`config.mk`:
```
export PLATFORM = sky130hd
export DESIGN_NAME = regfile_writeback
export DESIGN_NICKNAME = d
export VERILOG_FILES = /design/src/rtl/regfile_writeback.sv
export SDC_FILE = /design/constraint.sdc
export NUM_CORES = 1
export LEC_CHECK = 0
export CORE_MARGIN = 4
export CORE_UTILIZATION = 25
export DETAILED_ROUTE_END_ITERATION = 7
export PLACE_DENSITY = 0.45
export REMOVE_ABC_BUFFERS = 1
export SYNTH_ARGS = -nofsm -noshare
export SYNTH_HDL_FRONTEND = slang
export SYNTH_SLANG_ARGS = --single-unit
```
`constraint.sdc`:
```
create_clock -name clk -period 2.68 [get_ports clk]
set_clock_uncertainty 0.15 [all_clocks]
set_input_delay 0.536 -clock clk [delete_from_list [all_inputs] [get_ports clk]]
set_output_delay 0.536 -clock clk [all_outputs]
set_load 0.02 [all_outputs]
```
`src/rtl/regfile_writeback.sv`:
```
// regfile_writeback: write-side driver for the register bank.
// Merges a single-cycle ALU result (no back-pressure) and a multi-cycle
// load result (valid/ready) onto one registered write port. Loads that lose
// arbitration wait in a small FIFO; a busy scoreboard tracks outstanding loads.
// Optional build macro: WB_HAZARD_CHECK_EN enables the sticky WAW flag haz_err.
module regfile_writeback #(
  parameter int DW    = 8,
  parameter int AW    = 3,
  parameter int DEPTH = 2   // load FIFO depth, 1..4
) (
  input  logic              clk,
  input  logic              rst,          // synchronous, active low
  input  logic              alu_we,
  input  logic [AW-1:0]     alu_wa,
  input  logic [DW-1:0]     alu_wd,
  input  logic              ld_valid,
  output logic              ld_ready,
  input  logic [AW-1:0]     ld_wa,
  input  logic [DW-1:0]     ld_wd,
  input  logic              ld_issue,
  input  logic [AW-1:0]     ld_issue_rd,
  output logic              we3,
  output logic [AW-1:0]     wa3,
  output logic [DW-1:0]     wd3,
  output logic [2**AW-1:0]  busy,
  output logic [2:0]        fifo_count,
  output logic              haz_err
);

  localparam int NREG = 2**AW;

  // FIFO storage is always four slots deep so the 2-bit pointers index it
  // exactly; only the first DEPTH slots are ever used.
  logic [AW-1:0]   r_fifo_wa [4];
  logic [DW-1:0]   r_fifo_wd [4];
  logic [1:0]      r_rd_ptr, r_wr_ptr;
  logic [2:0]      r_count;

  logic            r_we3;
  logic [AW-1:0]   r_wa3;
  logic [DW-1:0]   r_wd3;
  logic [NREG-1:0] r_busy;

  logic            w_ld_acc, w_alu_sel, w_fifo_nempty;
  logic            w_pop, w_byp, w_push;
  logic            w_win;
  logic [AW-1:0]   w_win_wa;
  logic [DW-1:0]   w_win_wd;
  logic            w_ld_win;
  logic [NREG-1:0] w_set, w_clr;
  logic [1:0]      w_rd_ptr_nxt, w_wr_ptr_nxt;

  // Ready is derived only from the registered count: a pop in the same
  // cycle does not make room for an extra load.
  assign ld_ready      = (r_count < 3'(DEPTH));
  assign w_ld_acc      = ld_valid & ld_ready;
  assign w_alu_sel     = alu_we & (alu_wa != '0);
  assign w_fifo_nempty = (r_count != 3'd0);

  // Priority: ALU, then FIFO head, then bypass of an incoming load.
  assign w_pop  = ~w_alu_sel & w_fifo_nempty;
  assign w_byp  = ~w_alu_sel & ~w_fifo_nempty & w_ld_acc & (ld_wa != '0);
  // Loads to x0 are accepted and silently discarded.
  assign w_push = w_ld_acc & (ld_wa != '0) & ~w_byp;

  assign w_rd_ptr_nxt = (r_rd_ptr == 2'(DEPTH-1)) ? 2'd0 : r_rd_ptr + 2'd1;
  assign w_wr_ptr_nxt = (r_wr_ptr == 2'(DEPTH-1)) ? 2'd0 : r_wr_ptr + 2'd1;

  // Select the winner for the write port this cycle.
  always_comb begin
    w_win    = 1'b0;
    w_ld_win = 1'b0;
    w_win_wa = r_wa3;
    w_win_wd = r_wd3;
    if (w_alu_sel) begin
      w_win    = 1'b1;
      w_win_wa = alu_wa;
      w_win_wd = alu_wd;
    end else if (w_pop) begin
      w_win    = 1'b1;
      w_ld_win = 1'b1;
      w_win_wa = r_fifo_wa[r_rd_ptr];
      w_win_wd = r_fifo_wd[r_rd_ptr];
    end else if (w_byp) begin
      w_win    = 1'b1;
      w_ld_win = 1'b1;
      w_win_wa = ld_wa;
      w_win_wd = ld_wd;
    end
  end

  // Scoreboard set/clear masks; x0 is never tracked.
  always_comb begin
    w_set = '0;
    w_clr = '0;
    if (ld_issue && ld_issue_rd != '0) w_set = NREG'(1) << ld_issue_rd;
    if (w_ld_win)                      w_clr = NREG'(1) << w_win_wa;
  end

  // FIFO payload storage; contents need no reset since count gates them.
  always_ff @(posedge clk) begin
    if (w_push) begin
      r_fifo_wa[r_wr_ptr] <= ld_wa;
      r_fifo_wd[r_wr_ptr] <= ld_wd;
    end
  end

  // FIFO pointers and occupancy.
  always_ff @(posedge clk) begin
    if (!rst) begin
      r_rd_ptr <= 2'd0;
      r_wr_ptr <= 2'd0;
      r_count  <= 3'd0;
    end else begin
      if (w_pop)  r_rd_ptr <= w_rd_ptr_nxt;
      if (w_push) r_wr_ptr <= w_wr_ptr_nxt;
      case ({w_push, w_pop})
        2'b10:   r_count <= r_count + 3'd1;
        2'b01:   r_count <= r_count - 3'd1;
        default: r_count <= r_count;
      endcase
    end
  end

  // Registered write port: a winner shows for exactly one cycle; address
  // and data hold when idle.
  always_ff @(posedge clk) begin
    if (!rst) begin
      r_we3 <= 1'b0;
      r_wa3 <= '0;
      r_wd3 <= '0;
    end else begin
      r_we3 <= w_win;
      if (w_win) begin
        r_wa3 <= w_win_wa;
        r_wd3 <= w_win_wd;
      end
    end
  end

  // Busy scoreboard: set beats clear on the same register; bit 0 stays low.
  always_ff @(posedge clk) begin
    if (!rst) r_busy <= '0;
    else      r_busy <= ((r_busy & ~w_clr) | w_set) & ~NREG'(1);
  end

`ifdef WB_HAZARD_CHECK_EN
  logic r_haz_err;

  // Sticky WAW flag: ALU writes a register that still has a load in flight.
  always_ff @(posedge clk) begin
    if (!rst)                             r_haz_err <= 1'b0;
    else if (w_alu_sel && r_busy[alu_wa]) r_haz_err <= 1'b1;
  end

  assign haz_err = r_haz_err;
`else
  assign haz_err = 1'b0;
`endif

  assign we3        = r_we3;
  assign wa3        = r_wa3;
  assign wd3        = r_wd3;
  assign busy       = r_busy;
  assign fifo_count = r_count;

endmodule

```
# ---- Yosys cells after proc, flatten, opt, wreduce, memory -nomap -nowiden
# Memories as Yosys holds them, arrays and structs flattened. A register that Yosys moved wholly into a read port is not among the register bits.
# Index checks and enable logic that the tools add are counted.
dict set report op_classes {
  addsub 4
  n_lt_le_gt_ge 1
  eq_ne 4
  n_shift 2
  n_mux 21
  n_bitwise 14
  n_reduce_logical 8
}
# op count
set op_table {}
lappend op_table {{two-way mux 8 bit} 5}
lappend op_table {{left shift 1 x 3 -> 8 bit, first input constant} 2}
lappend op_table {{nonzero test 3 bit} 5}
lappend op_table {{two-way mux 2 bit} 6}
lappend op_table {{two-way mux 3 bit} 3}
lappend op_table {{AND 1 bit} 8}
lappend op_table {{AND 8 bit} 1}
lappend op_table {{inverter 8 bit} 1}
lappend op_table {{bitwise OR 8 bit} 1}
lappend op_table {{== test 2 x 1 -> 1 bit, second input constant} 3}
lappend op_table {{two-way mux 1 bit} 6}
lappend op_table {{case mux 3 bit (2 select lines)} 1}
lappend op_table {{adder 2 x 1 -> 2 bit, second input constant} 2}
lappend op_table {{adder 3 x 1 -> 3 bit, second input constant} 1}
lappend op_table {{< comparator 3 x 2 -> 1 bit, second input constant} 1}
lappend op_table {{inverter 1 bit} 3}
lappend op_table {{subtractor 3 x 1 -> 3 bit, second input constant} 1}
lappend op_table {{== test 2 bit, second input constant} 1}
lappend op_table {{AND reduction 2 bit} 1}
lappend op_table {{nonzero test 2 bit} 1}
lappend op_table {{logical AND 1 bit} 1}
dict set report totals {
  reg_bits 27
  ram_bits 44
  inputBits 30
  out_inout_bits 25
  elab_cells 64
  n_memories 2
}
# memory words word_bits rd rd_clocked_by_memory_dff write_ports line
set mem_list {}
lappend mem_list {r_fifo_wd 4 8 1 1 1 35} ;# logic [DW-1:0] r_fifo_wd [4];
lappend mem_list {r_fifo_wa 4 3 1 1 1 34} ;# logic [AW-1:0] r_fifo_wa [4];

# ---- Logic depth before layout (Yosys ltp)
# Gate-level depths: netlist of run 1.
dict set report logic_depth {
  depth_word 14
  mapped_depth 9
  mapped_depth_nobuf 8
}

# ---- Worst setup path after synthesis of run 1
# Ideal clock, no wire load.
dict set report synth_timing {
  path_kind {input to register}
  start {in ld_valid}
  end {reg r_count[2] (netlist: fifo_count[2])}
  setup_ns 0.076
  arrival_ns 2.565
  setup_slack_ns -0.111
  path_stages 9
  path_buffers 2
  cell_sequence {buf_2 nor3b_1 buf_2 o211ai_2 ha_1 fa_1 xnor2_1 or3_1 a21boi_0}
}
dict set report synth_between {
  elab_chain_cells 7
  word_cells_on_any_way 10
  cone_classes {eq/ne (2); mux (1); bitwise (6); reduce/logical (1)}
}
# element line
set synth_lines {}
lappend synth_lines {{start, declared} 16} ;# input logic ld_valid,
lappend synth_lines {{AND 1 bit (*)} 56} ;# assign w_ld_acc = ld_valid & ld_ready;
lappend synth_lines {{AND 1 bit (2 in a row)} 62} ;# assign w_byp = ~w_alu_sel & ~w_fifo_nempty & w_ld_acc & (ld_wa != '0);
lappend synth_lines {{inverter 1 bit} 64} ;# assign w_push = w_ld_acc & (ld_wa != '0) & ~w_byp;
lappend synth_lines {{AND 1 bit (*)} 64}
lappend synth_lines {{== test 2 x 1 -> 1 bit or == test 2 bit (tied branches)} 117} ;# case ({w_push, w_pop})
lappend synth_lines {{case mux 3 bit (2 select lines) or nonzero test 2 bit (tied branches)} --}
lappend synth_lines {{end signal, assigned} 118} ;# 2'b10: r_count <= r_count + 3'd1;
lappend synth_lines {{end signal, assigned} 119} ;# 2'b01: r_count <= r_count - 3'd1;
lappend synth_lines {{end signal, assigned} 120} ;# default: r_count <= r_count;
lappend synth_lines {{end, declared} 37} ;# logic [2:0] r_count;
# Mark *: on every way between the ends. The rest lies on a longest branch, timed or not.
# A chain may end at the register's enable or synchronous reset.

# ---- Worst setup path after layout of run 1
# Same ends and word-level chain as after synthesis.

==> impl_results.md, run 1 <==
- Internal power component: 0.00295 W
- CP Launch Type: primary input
- Antenna cells: 0
- Logic gate share of total power: 32.7%
- Synth cell types: between 40 and 50
- PwrDens: 958 nW/um2
- Largest net degree at the start of global routing: 27
- Req. time, crit path: 2.79 ns
- FP Rows: 40
- YS warnings: 0
- Max Freq: 0.401 GHz
- Synth Instances: 243
- DR pass1 iterations: 4
- FFs w/ async S/R, synth: 0%
- Dpl hpwl: 6.07 mm
- Io pins: 55
- GRT overflow: 0
- Port bufs: 52
- Drt wl/cell: 17.2 um
- Final Critical Period: between 2 and 2.5 ns
- MaxCap Viol Count: 0
- Most frequent cells in the layout: clkdlybuf4s50_1, edfxtp_1, buf_4
- Hold Vio Cnt, Final: 0
- DR vias: between 2000 and 2500
- Setup violators final: 0
- Critical Path End Type: flop
- Core footprint: 12200 um2
- WHS: 0.287 ns
- Overall Power: 0.00424 W
- Status: finished, final reports clean
- Drt initial violations: between 100 and 150
- P&R area growth vs syn: 41.2%
- Via density per instance: 4.66
- Sw power: 0.00130 W
- Post-synth EDFFs: 44
- Sw Share: a little under a third
- Clk root buf: clkbuf_16
- CTS H-tree depth: 3
- Sequential fraction of the synthesis area: 60.0%
- RSZ-0062 raised after global routing: false
- Die width: 120 um
- Placed Area: 4070 um2
- Clk slew on worst S/H paths: approximately 0.060 ns
- Fraction of layout cells with a size suffix above 1: 20.7%
- Die height: approximately 120 um
- Type of the worst setup path: in -> reg
- GRT Resource Usage Total: 13.0%
- First-pass GRT wire length: about 14 mm
- Syn_area_per_cell: around 13 um2
- Initial core utilization: 25.8%
- Worst-Margin Slew: 0.647 ns
- Clock power frac: about 33%
- Fin crit share: 92.9%
- Crit path DAT: roughly 2.6 ns
- Final Cell Area: 4430 um2
- Max VDD drop: 305 uV
- Slew Limit Fails: 0
- #FFs+latches synth: about 70
- CTS tree: done
- Final net count: about 360
- Clock Latency Late Sink: about 0.33 ns
- # clock sinks: 72
- Vias in the first global route: 2589
- HP Class: reg -> reg
- Max clock buf depth: 2
- Max-Slew Margin vs Limit: 56.5%
- Primary FF master, synth: edfxtp_1
- Mapped cell area: 3140 um2
- Antenna violations before repair: 0
- CP Max Fanout: 2
- Drt drc: 0
- Die ar.: 14400 um2
- Lkg Pwr: 1.54 nW
- Most common cell after layout, fill and taps aside: clkdlybuf4s50_1
- Final WL: roughly 8.6 mm
- ANT nets after route: 0
- GP Congestion: 0.735
- TritonCTS Buffers: 9
- Flop pwr share: 33.8%
==> path summary, 6_finish.rpt <==
path	start	to	slack, ns	cells after the start
min	r_rd_ptr[1]	r_rd_ptr[1]	0.29	2
min reg2reg	r_rd_ptr[1]	r_rd_ptr[1]	0.29	2
max reg2reg	fifo_count[1]	fifo_count[2]	0.26	8
max	ld_valid	fifo_count[2]	0.19	9
==> power by group through the flow <==
stage / combinational [W] / sequential (W) / clock [W]
2_1_floorplan: 0.000661 / 0.00155 / 0
3_3_place_gp: 0.00141 / 0.00145 / 0
3_5_place_dp: 0.00141 / 0.00146 / 0
6_report: 0.00139 / 0.00143 / 0.00142
4_1_cts: 0.00142 / 0.00144 / 0.00145
5_1_grt: 0.00153 / 0.00146 / 0.00150
==> state kept, by name (all words and copies together) (netlist names), named ones only <==
register,count
r_fifo_wd,32
wa3,3
r_rd_ptr,2
r_wr_ptr,2
busy,7
fifo_count,3
wd3,8
we3,1
r_fifo_wa,12
==> cells in the mapped netlist (3+ instances only) <==
library cell / instances / area share [%]
a211oi_1: 4 / 0.96
a21oi_1: 10 / 1.6
a22o_1: 9 / 2.5
a31oi_1: 4 / 0.80
a41oi_1: 3 / 0.84
and2_1: 3 / 0.60
buf_2: 6 / 0.96
clkbuf_1: 5 / 0.60
dfxtp_1: 28 / 18
edfxtp_1: 44 / 42
mux4_2: 11 / 7.9
nand2_1: 19 / 2.3
nand2b_1: 4 / 0.80
nand4_1: 8 / 1.6
nor2_1: 13 / 1.6
nor2b_1: 4 / 0.80
nor3_1: 6 / 0.96
o21a_1: 8 / 1.9
o21ai_0: 12 / 1.9
or3_1: 4 / 0.80
xnor2_1: 4 / 1.1
==> stage by stage <==
stage	setup slack [ns]	setup TNS, ns	cells	utilization (%)
3_5_place_dp	-0.228	-0.535	486	33.5
2_1_floorplan	-0.388	-9.03	228	-
6_report	0.189	0	502	36.4
4_1_cts	0.133	0	502	36.4
3_3_place_gp	-0.178	-0.536	486	33.5
5_1_grt	0.0186	0	502	36.4
==> cell families after synthesis <==
group | Yosys count | share of synthesized area, %
mux | 12 | 8.22
other cells | 1 | 0.120
xor+xnor | 4 | 1.12
simple gates | 69 | 11.1
flops | 72 | 60.0
buf+inv | 18 | 2.87
fa+ha+maj | 2 | 1.04
compound gates | 65 | 15.6
==> worst max-delay path, stage by stage <==
cell             delay (ns)
clkdlybuf4s50_1        0.49
nor3b_2                0.16
buf_4                  0.13
o211ai_2               0.08
ha_1                   0.24
fa_1                   0.38
xnor2_1                0.14
or3_1                  0.29
a21boi_0               0.16
==> timing repair <==
item / 4_1_cts / 5_1_grt
setup endpoints to repair: 0 / 1
gates resized for setup: 0 / 1
hold buffers: 0 / 0
buffers inserted: 0 / 0
==> layer usage <==
layer  vias to the layer above  routed length [um]  global-route usage (%)
met5                         -                   0                       0
met4                         0                 155                    4.87
met3                        12                 264                    3.49
met2                        49                4110                    20.5
met1                      1157                4110                    17.1
li1                       1119                   -                       -
==> area by class of cell <==
class	instances	area, um2
clock buffer	9	225
clock inverter	7	126
fill	1218	7730
inverter	2	7.51
multi-input combinational	154	1170
sequential	72	1880
tap	168	210
timing repair buffer	90	806
Note: power is estimated with default switching activity, not from simulation.
==> run 2, diff against run 1 <==
Settings changed: HOLD_SLACK_MARGIN set to 0.05.
==> results of run 2 <==
Same layout as run 1: the final DEF is identical, and so are final timing and power.
==> run 3, diff against run 2 <==
Settings changed: CORE_UTILIZATION 25 to 47, PLACE_DENSITY 0.45 to 0.75.
==> run 3 against run 2 <==
Effect of this change: via count rose by 1.0%; sequential share of layout area rose by 3.4 points; non-clock buffer count fell by 9; largest power group unchanged; largest cell class unchanged; register-to-register slack improved by 0.05 ns; final cell count fell by 20%; hold slack improved by 0.014 ns; critical path type unchanged; global-route usage rose by 7.1 points; critical endpoint unchanged.
==> impl_results.md, run 3 (same netlist as run 1, synthesis figures left out) <==
- Status: finished, final reports clean
- Antenna violations before repair: 0
- Fraction of layout cells with a size suffix above 1: between 10% and 20%
- Overall Power: 0.00362 W
- Drt drc: 0
- Max-Slew Margin vs Limit: 55.2%
- Drt wl/cell: roughly 19 um
- Top reg by flops: r_fifo_wd
- PwrDens: 882 nW/um2
- Most common cell after layout, fill and taps aside: clkdlybuf4s50_1
- Slowest cell on crit path: clkdlybuf4s50_1
- Final WL: 7.51 mm
- Hold Vio Cnt, Final: 0
- Initial core utilization: 48.8%
- Vias in the first global route: 2416
- Max incr delay on CP: 0.50 ns
- Worst-Margin Slew: ~0.67 ns
- Type of the worst setup path: in -> reg
- Antenna cells: 0
- Die ar.: around 8000 um2
- Largest net degree at the start of global routing: 27
- GRT Resource Usage Total: 20.1%
- Placed Area: slightly below 4000 um2
- TritonCTS Buffers: 9
- GP Congestion: between 0.8 and 0.9
- First-pass GRT wire length: 12.0 mm
- Max clock buf depth: 2
- RSZ-0062 raised after global routing: false
- Clock Latency Late Sink: 0.34 ns
- CP Launch Type: primary input
- Slew Limit Fails: 0
- Die width: 89.7 um
- Clk slew on worst S/H paths: 0.08 ns
- Crit Reg-Reg Startpoint: fifo_count[1]
- Post-CTS Resized: 0
- Placed Cells: 386
- Io pins: 55
- CTS H-tree depth: 3
- Crit path DAT: 2.61 ns
- Max Freq: 0.402 GHz
- CTS Hold Bufs: 0
- Most frequent cells in the layout: clkdlybuf4s50_1, edfxtp_1, buf_4
- Post CTS Setup Buffer Count: 0
- Drt initial violations: between 150 and 200
- CTS tree: done
- CP Max Fanout: 4
- Lkg Pwr: 1.43 nW
- ANT nets after route: 0
- Fin crit share: 92.8%
- Req. time, crit path: 2.80 ns
- P&R area growth vs syn: 30.7%
- Final Cell Area: 4100 um2
- DR vias: 2361
- MaxCap Viol Count: 0
- Critical Path End Type: flop
- Via density per instance: 5.87
- Cells on Worst Hold Path: 2
- Dpl hpwl: approximately 5.3 mm
- # clock sinks: 72
- Reg2Reg Depth: 8
- Worst Setup SP: alu_wa[2]
- Die height: 89.7 um
- Max reg flops: 32
- Final Critical Period: 2.49 ns
- Core footprint: 6420 um2
- Non-Filler Instances: 402
- Final net count: 352
- Setup violators final: 0
- CP cell instances: clkdlybuf4s50_1 > o31ai_1 > buf_4 > nand2_1 > inv_1 > ha_1 > fa_1 > xnor2_1 > or3_1 > a21boi_1
- Hold path start: r_rd_ptr[1]
- GRT overflow: 0
- Port bufs: 52
- FP Rows: 29
- DR pass1 iterations: 4
- HP Class: reg -> reg
- Max VDD drop: 526 uV
- Clk root buf: clkbuf_8
[run 3: changes by cell type in the layout (fill, tap and decap cells not counted)]
cell and change:
buf_4 -9, clkbuf_8 +9, clkbuf_16 -8, bufinv_16 -3, inv_6 +2, a21boi_0 -1, a21boi_1 +1, clkinvlp_4 -1
inv_4 +1
[run 3: worst max-delay path: cells and delay by family]
| kind | cells | cell delay (ns) |
|---|---|---|
| XOR/XNOR | 1 | 0.15 |
| adder cells (fa/ha/maj) | 2 | 0.58 |
| AND/OR/NAND/NOR | 2 | 0.38 |
| buffers and inverters | 3 | 0.72 |
| AO/OA/AOI/OAI | 2 | 0.24 |
[run 3: layer usage]
metal  GRT usage [%]  share of wire, %  wire length, um
met1            27.6                43             3250
met2            30.9                49             3680
met3            3.28               5.1              384
met4            10.1               2.5              190
met5               0                 0                0
[run 3: area by class of cell]
cell class / count / area, um2
repair buffers: 81 / 738
multi-input cells: 154 / 1170
clock inverters: 6 / 52.6
fillers: 489 / 2320
flip-flops and latches: 72 / 1880
inverters: 2 / 7.51
well taps: 77 / 96.3
clock buffers: 10 / 149
[run 3: per-stage QoR]
step           util, %  setup WS, ns  hold WS [ns]  setup TNS, ns
2_1_floorplan        -        -0.388         0.257          -9.03
3_3_place_gp      60.6        -0.186         0.271         -0.186
3_5_place_dp      60.6        -0.263         0.290         -0.263
4_1_cts           63.7        0.0952         0.302              0
5_1_grt           63.8        0.0400         0.345              0
6_report          63.8         0.192         0.300              0
[run 3: path summary, 6_finish.rpt]
| path | endpoint | slack [ns] |
|---|---|---|
| setup reg to reg | fifo_count[2] | 0.31 |
| hold / removal | r_rd_ptr[1] | 0.30 |
| hold reg to reg | r_rd_ptr[1] | 0.30 |
| setup / recovery | fifo_count[2] | 0.19 |
[run 3: report_power, final]
| part | switching, W | leakage, nW | internal [W] |
|---|---|---|---|
| Clock | 0.000444 | 0.106 | 0.000413 |
| Combinational | 0.000680 | 0.695 | 0.000640 |
| Sequential | 0.0000993 | 0.629 | 0.00134 |
| Total | 0.00122 | 1.43 | 0.00239 |
